## config.mk

```make
export PLATFORM = sky130hd
export DESIGN_NAME = fu_operand_issuer_flat
export DESIGN_NICKNAME = d
export VERILOG_FILES = /design/src/rtl/fu_operand_issuer_pkg.sv /design/src/rtl/fu_operand_issuer_if.sv /design/src/rtl/fu_operand_issuer.sv /design/src/flat_wrapper.sv
export SDC_FILE = /design/constraint.sdc
export NUM_CORES = 1
export LEC_CHECK = 0
export ABC_AREA = 1
export ABC_CLOCK_PERIOD_IN_PS = 2700
export CAP_MARGIN = 20
export CORE_MARGIN = 1
export CORE_UTILIZATION = 35
export DETAILED_ROUTE_END_ITERATION = 6
export PLACE_DENSITY_LB_ADDON = 0.08
export SYNTH_ARGS = -nofsm -noshare
export SYNTH_HDL_FRONTEND = slang
export SYNTH_SLANG_ARGS = --single-unit
```

## constraint.sdc

```tcl
create_clock -name clk_i -period 2.7 [get_ports clk_i]
set_input_delay 0.405 -clock clk_i [delete_from_list [all_inputs] [get_ports clk_i]]
set_output_delay 0.405 -clock clk_i [all_outputs]
set_load 0.01 [all_outputs]
```

## src/rtl/fu_operand_issuer_pkg.sv

```systemverilog
// Shared opcode type for the PE issue path and the functional unit.
// Opcodes are grouped by how the issuer sequences them.
package fu_operand_issuer_pkg;

  typedef enum logic [3:0] {
    FU_ADD,
    FU_SUB,
    FU_AND,
    FU_XOR,
    FU_MUL,
    FU_DIV,
    FU_DIVU,
    FU_REM,
    FU_ADDPOW,
    FU_ACC,
    FU_MAX
  } fu_instr_t;

endpackage

```

## src/rtl/fu_operand_issuer_if.sv

```systemverilog
// PE-side bundle: operand streams in, FU operand/result handshake,
// and the registered result stream out.
interface fu_operand_issuer_if
  import fu_operand_issuer_pkg::*;
#(
  parameter int N_BITS = 32,
  parameter int CNT_W  = 8
);

  fu_instr_t          instr;
  logic [CNT_W-1:0]   acc_len;
  logic [N_BITS-1:0]  a;
  logic               a_valid;
  logic               a_ready;
  logic [N_BITS-1:0]  b;
  logic               b_valid;
  logic               b_ready;
  fu_instr_t          fu_instr;
  logic [N_BITS-1:0]  fu_a;
  logic [N_BITS-1:0]  fu_b;
  logic               fu_ops_valid;
  logic               fu_ready;
  logic               fu_valid;
  logic [N_BITS-1:0]  fu_res;
  logic [N_BITS-1:0]  out;
  logic               out_valid;
  logic               out_ready;

  modport master (
    input  instr, acc_len,
    input  a, a_valid, b, b_valid,
    input  fu_ready, fu_valid, fu_res,
    input  out_ready,
    output a_ready, b_ready,
    output fu_instr, fu_a, fu_b, fu_ops_valid,
    output out, out_valid
  );

  modport slave (
    output instr, acc_len,
    output a, a_valid, b, b_valid,
    output fu_ready, fu_valid, fu_res,
    output out_ready,
    input  a_ready, b_ready,
    input  fu_instr, fu_a, fu_b, fu_ops_valid,
    input  out, out_valid
  );

endinterface

```

## src/rtl/fu_operand_issuer.sv

```systemverilog
// Issue controller in front of the FU: single-cycle pass-through,
// multi-cycle issue/wait, and ACC/MAX reductions looped on operand A.
module fu_operand_issuer
  import fu_operand_issuer_pkg::*;
#(
  parameter int N_BITS = 32,
  parameter int CNT_W  = 8
) (
  input  logic                clk_i,
  input  logic                rst_n_i,
  fu_operand_issuer_if.master io
);

  typedef enum logic [1:0] {
    S_IDLE,
    S_ISSUE,
    S_WAIT,
    S_RED
  } state_e;

  state_e            state_q, state_d;
  fu_instr_t         instr_q, op;
  logic [N_BITS-1:0] acc_q, fa_q, fb_q, out_q;
  logic [N_BITS-1:0] fa_d, fb_d;
  logic [CNT_W-1:0]  cnt_q, cnt_nx, len;
  logic              out_vq, out_free, last;
  logic              is_multi, is_red;
  logic              a_rdy, b_rdy, ops_v, ld;

  assign op       = (state_q == S_IDLE) ? io.instr : instr_q;
  assign is_multi = op inside {FU_DIV, FU_DIVU, FU_REM, FU_ADDPOW};
  assign is_red   = op inside {FU_ACC, FU_MAX};
  assign out_free = !out_vq | io.out_ready;
  assign len      = (io.acc_len == '0) ? CNT_W'(1) : io.acc_len;
  assign cnt_nx   = cnt_q + 1'b1;
  assign last     = (cnt_nx == len);

  always_ff @(posedge clk_i or negedge rst_n_i) begin
    if (!rst_n_i) state_q <= S_IDLE;
    else          state_q <= state_d;
  end

  always_comb begin
    state_d = state_q;
    unique case (state_q)
      S_IDLE: begin
        if (is_red) begin
          if (io.b_valid && out_free) state_d = S_RED;
        end else if (is_multi) begin
          if (io.a_valid && io.b_valid && !out_vq)
            state_d = S_ISSUE;
        end
      end
      S_ISSUE: if (io.fu_ready) state_d = S_WAIT;
      S_WAIT:  if (io.fu_valid) state_d = S_IDLE;
      S_RED:   if (ops_v && last) state_d = S_IDLE;
      default: state_d = S_IDLE;
    endcase
  end

  always_comb begin
    a_rdy = 1'b0;
    b_rdy = 1'b0;
    ops_v = 1'b0;
    fa_d  = fa_q;
    fb_d  = fb_q;
    unique case (state_q)
      S_IDLE: begin
        if (!is_red && !is_multi && io.a_valid
            && io.b_valid && out_free) begin
          ops_v = 1'b1;
          a_rdy = 1'b1;
          b_rdy = 1'b1;
          fa_d  = io.a;
          fb_d  = io.b;
        end
      end
      S_ISSUE: begin
        ops_v = 1'b1;
        fa_d  = io.a;
        fb_d  = io.b;
        a_rdy = io.fu_ready;
        b_rdy = io.fu_ready;
      end
      S_WAIT: ;
      S_RED: begin
        // the last sample may only go once the result slot can take it
        if (io.b_valid && (!last || out_free)) begin
          ops_v = 1'b1;
          b_rdy = 1'b1;
          fb_d  = io.b;
          if (cnt_q != '0)            fa_d = acc_q;
          else if (instr_q == FU_MAX) fa_d = io.b;
          else                        fa_d = '0;
        end
      end
      default: ;
    endcase
  end

  assign ld = (state_q == S_IDLE && ops_v)
           || (state_q == S_WAIT && io.fu_valid)
           || (state_q == S_RED && ops_v && last);

  always_ff @(posedge clk_i or negedge rst_n_i) begin
    if (!rst_n_i) begin
      instr_q <= FU_ADD;
      acc_q   <= '0;
      cnt_q   <= '0;
      fa_q    <= '0;
      fb_q    <= '0;
      out_q   <= '0;
      out_vq  <= 1'b0;
    end else begin
      if (state_q == S_IDLE && state_d != S_IDLE) begin
        instr_q <= io.instr;
        acc_q   <= '0;
        cnt_q   <= '0;
      end
      if (b_rdy) begin
        fa_q <= fa_d;
        fb_q <= fb_d;
      end
      if (state_q == S_RED && ops_v) begin
        if (last) begin
          acc_q <= '0;
          cnt_q <= '0;
        end else begin
          acc_q <= io.fu_res;
          cnt_q <= cnt_nx;
        end
      end
      if (ld) begin
        out_q  <= io.fu_res;
        out_vq <= 1'b1;
      end else if (io.out_ready) begin
        out_vq <= 1'b0;
      end
    end
  end

  assign io.a_ready      = a_rdy;
  assign io.b_ready      = b_rdy;
  assign io.fu_ops_valid = ops_v;
  assign io.fu_a         = fa_d;
  assign io.fu_b         = fb_d;
  assign io.fu_instr     = op;
  assign io.out          = out_q;
  assign io.out_valid    = out_vq;

endmodule

```

## src/flat_wrapper.sv

```systemverilog
// flat-port wrapper written by rule: the top's interface ports become plain ports
module fu_operand_issuer_flat import fu_operand_issuer_pkg::*;
#(
  parameter int N_BITS = 32,
  parameter int CNT_W  = 8
)
  (clk_i, rst_n_i, io_instr, io_acc_len, io_a, io_a_valid, io_b, io_b_valid, io_fu_ready, io_fu_valid, io_fu_res, io_out_ready, io_a_ready, io_b_ready, io_fu_instr, io_fu_a, io_fu_b, io_fu_ops_valid, io_out, io_out_valid);
  fu_operand_issuer_if #(.N_BITS(N_BITS), .CNT_W(CNT_W)) io_i ();
  input  logic clk_i;
  input  logic rst_n_i;
  input wire logic [$bits(io_i.instr)-1:0] io_instr;
  input wire logic [$bits(io_i.acc_len)-1:0] io_acc_len;
  input wire logic [$bits(io_i.a)-1:0] io_a;
  input wire logic [$bits(io_i.a_valid)-1:0] io_a_valid;
  input wire logic [$bits(io_i.b)-1:0] io_b;
  input wire logic [$bits(io_i.b_valid)-1:0] io_b_valid;
  input wire logic [$bits(io_i.fu_ready)-1:0] io_fu_ready;
  input wire logic [$bits(io_i.fu_valid)-1:0] io_fu_valid;
  input wire logic [$bits(io_i.fu_res)-1:0] io_fu_res;
  input wire logic [$bits(io_i.out_ready)-1:0] io_out_ready;
  output wire logic [$bits(io_i.a_ready)-1:0] io_a_ready;
  output wire logic [$bits(io_i.b_ready)-1:0] io_b_ready;
  output wire logic [$bits(io_i.fu_instr)-1:0] io_fu_instr;
  output wire logic [$bits(io_i.fu_a)-1:0] io_fu_a;
  output wire logic [$bits(io_i.fu_b)-1:0] io_fu_b;
  output wire logic [$bits(io_i.fu_ops_valid)-1:0] io_fu_ops_valid;
  output wire logic [$bits(io_i.out)-1:0] io_out;
  output wire logic [$bits(io_i.out_valid)-1:0] io_out_valid;
  assign io_i.instr = io_instr;
  assign io_i.acc_len = io_acc_len;
  assign io_i.a = io_a;
  assign io_i.a_valid = io_a_valid;
  assign io_i.b = io_b;
  assign io_i.b_valid = io_b_valid;
  assign io_i.fu_ready = io_fu_ready;
  assign io_i.fu_valid = io_fu_valid;
  assign io_i.fu_res = io_fu_res;
  assign io_i.out_ready = io_out_ready;
  assign io_a_ready = io_i.a_ready;
  assign io_b_ready = io_i.b_ready;
  assign io_fu_instr = io_i.fu_instr;
  assign io_fu_a = io_i.fu_a;
  assign io_fu_b = io_i.fu_b;
  assign io_fu_ops_valid = io_i.fu_ops_valid;
  assign io_out = io_i.out;
  assign io_out_valid = io_i.out_valid;
  fu_operand_issuer #(.N_BITS(N_BITS), .CNT_W(CNT_W)) u_core (.clk_i(clk_i), .rst_n_i(rst_n_i), .io(io_i));
endmodule
```

==> reports/results.ini <==
[clock_network]
numCtsBuffers=17
holdBufCountCts=0
clk-insertion-delay-late_ns=0.44
cts_root_buffer=clkbuf_16
clockBufferDepth=2
cts.sinks=143
htree_levels=4
clk_pin_slew_ns=0.08
cts_tree=yes

[setup_path]
r2r_setup_slack_ns=-0.14
crit_buf_inv=4
cpPeakStageDelay_ns=0.44
path_max_fanout=8
crit_path_end=io_fu_a[1]
crit_required_ns=2.30
critPathLaunchType=flip-flop
cp_data_arrival_time_ns=2.86
r2r_cells=17
path_cells=ha_4, nand4_1, nand2_1, nand3_1, nand2_2, nand2_2, nor2_4, nand3_4, buf_6, nand2_8, buf_12, buf_12, nand2_4, nand3_4, a22oi_2, buf_2
cp.depth=16
worst_setup_path_end_kind=output port
critical_path_class=flip-flop to output port
critical_path.slowest_cell=dfrtp_2
r2r-start=u_core.cnt_q[0]$_DFFE_PN0P_
r2r_end=u_core.fb_q[0]$_DFFE_PN0P_
cp_top_family=simple AND/OR/NAND/NOR gates
critPathLaunch=u_core.cnt_q[0]$_DFFE_PN0P_

[layout]
drive_above_1_share_pct=29.2
num-fill-cells=2703
design_area_mm2=0.0163
nNetsFinal=2063
final_common_cell=nand2_1
syn_to_final_growth_pct=60.9
finalNonFillerCells=2339
final_cell_mix=nand2_1, inv_1, nand3_1, clkdlybuf4s50_1, buf_4

[pwr]
ir_worst_vdd_v=0.000955
power.leakage_nw=8.04
finalPower_mw=20.9
power_density_mw_per_mm2=1280

[yosys]
ys_warn_count=0
dominantRegCellSynth=dfrtp_1
syn_area_mm2=0.0101
avgSynthCellArea_um2=6.35
synth_edf_count=0
synthArstFlopShare_pct=100
ys_seq_area_share_pct=35.4
syn_nets=1709
netlist-cell-type-count=29
synth_seq_cells=143
synth_cells=1592

[global_routing]
antenna_found_initial=2
grt_max_degree=69
grt_pass1_vias=11800
grt_first_pass_wirelength_mm=64.8
grt_overflow=0
track_usage_pct=28.6

[sta]
finClkSkew_ns=0.0194
tightest_slew_ns=0.761
period_needed_ns=3.26
rsz0062_at_grt=yes
setup-violations-final=128
fin_hold_ws_ns=-0.0222
slew_viol_final=0
slew_headroom_pct=49.2
max_freq_mhz=306
period_share_pct=121
hold_viol=7
finalWorstSetupSlack_ns=-0.565

[die]
num_rows=61
die_area_mm2=0.0296
core_mm2=0.0281
initial_utilization_pct=36.0
die_width_um=172
die_h_um=172
ios=219

[place]
place_ws_ns=-0.709
post-place-cells=2241
place_area_mm2=0.0139
port_buffers=218
place_congestion=0.859
dpl.hpwl_mm=26.1

[status]
failed_checks=hold timing, setup timing
status=finished with violations

[detailed_routing]
first_iter_violations=1146
routedWlPerCell_um=18.3
vias=12300
drc=0
detail-route-antenna-nets=0
totalWireLength_mm=42.7
drtPass1Iterations=5
vias_per_cell=5.24

[min_path]
hp-class=primary input to async pin

[job]
cap_violations=0

==> per-layer routing <==
| layer | up-vias | wire (um) | track usage, % |
|---|---|---|---|
| li1 | 5896 | - | - |
| met4 | 2 | 676 | 8.46 |
| met1 | 5841 | 19400 | 39.9 |
| met2 | 467 | 19500 | 44.3 |
| met3 | 59 | 3080 | 5.75 |
| met5 | - | 8 | 0 |
==> kinds of logic after synthesis <==
family,synth area share [%]
simple gates,34.9
buf+inv,13.1
compound gates,16.2
flops,35.4
fa+ha+maj,0.247
xor+xnor,0.0866
==> synth_stat cells, types with 13 or more instances <==
library cell,instances,share of area (%)
a211oi_1,32,2.4
a21oi_1,36,1.8
a22oi_1,64,4.8
buf_1,13,0.48
buf_2,42,2.1
clkbuf_1,45,1.7
dfrtp_1,143,35
inv_1,221,8.2
nand2_1,456,17
nand3_1,282,14
nor2_1,81,3.0
o21ai_0,127,6.3
o21ai_1,14,0.69
==> cell type report <==
cell class	count	area, um2	share of cell area, %
Multi-Input combinational cell	1114	6400	39.4
Timing Repair Buffer	440	4320	26.6
Sequential cell	143	3580	22.0
Inverter	230	883	5.43
Tap cell	378	473	2.91
Clock buffer	18	429	2.64
Clock inverter	14	173	1.06
Antenna cell	2	5.00	0.0308
==> flip-flops by register name (all words and copies together) (netlist names) <==
signal               count
u_core.io.out_valid      1
u_core.fb_q             32
u_core.cnt_q             8
u_core.state_q           2
u_core.acc_q            32
u_core.io.out           32
u_core.fa_q             32
u_core.instr_q           4
==> what timing repair did <==
item	4_1_cts	5_1_grt
setup endpoints to repair	204	209
buffers inserted	38	22
gates cloned	12	5
gates resized for setup	444	153
pin swaps	37	52
==> worst min-delay path by stage <==
stage	slack, ns	cells after the start	end	from
after floorplan	0.11	0	u_core.acc_q[0]$_DFFE_PN0P_	rst_n_i
after global placement	0.45	2	u_core.acc_q[14]$_DFFE_PN0P_	u_core.acc_q[14]$_DFFE_PN0P_
after detailed placement	0.46	2	u_core.acc_q[13]$_DFFE_PN0P_	u_core.acc_q[13]$_DFFE_PN0P_
after CTS	0.002	1	u_core.fa_q[25]$_DFFE_PN0P_	rst_n_i
after global routing	0.04	1	u_core.fa_q[25]$_DFFE_PN0P_	rst_n_i
final	-0.02	1	u_core.fa_q[25]$_DFFE_PN0P_	rst_n_i
==> stage by stage <==
| stage | TNS [ns] | util (%) |
|---|---|---|
| CTS | -46.81 | 55.2 |
| detailed placement | -66.38 | 49.4 |
| finish | -35.35 | 57.9 |
| global placement | -68.26 | 49.4 |
| floorplan | 0 | - |
| global route | -56.20 | 57.9 |
==> worst register-to-register path: cells and delay by family, from the launching register on <==
kind          cells  cell delay, ns
buf+inv           4            0.77
simple gates     12            1.33
flops             1            0.44
fa+ha+maj         1            0.19
==> report_power, final <==
part           switching, mW  total (mW)  internal [mW]
clock network           1.10        2.50           1.40
registers              0.480        3.51           3.03
logic                   8.49        14.9           6.39
total                   10.1        20.9           10.8
No activity file was read; power rests on OpenSTA's default activity.
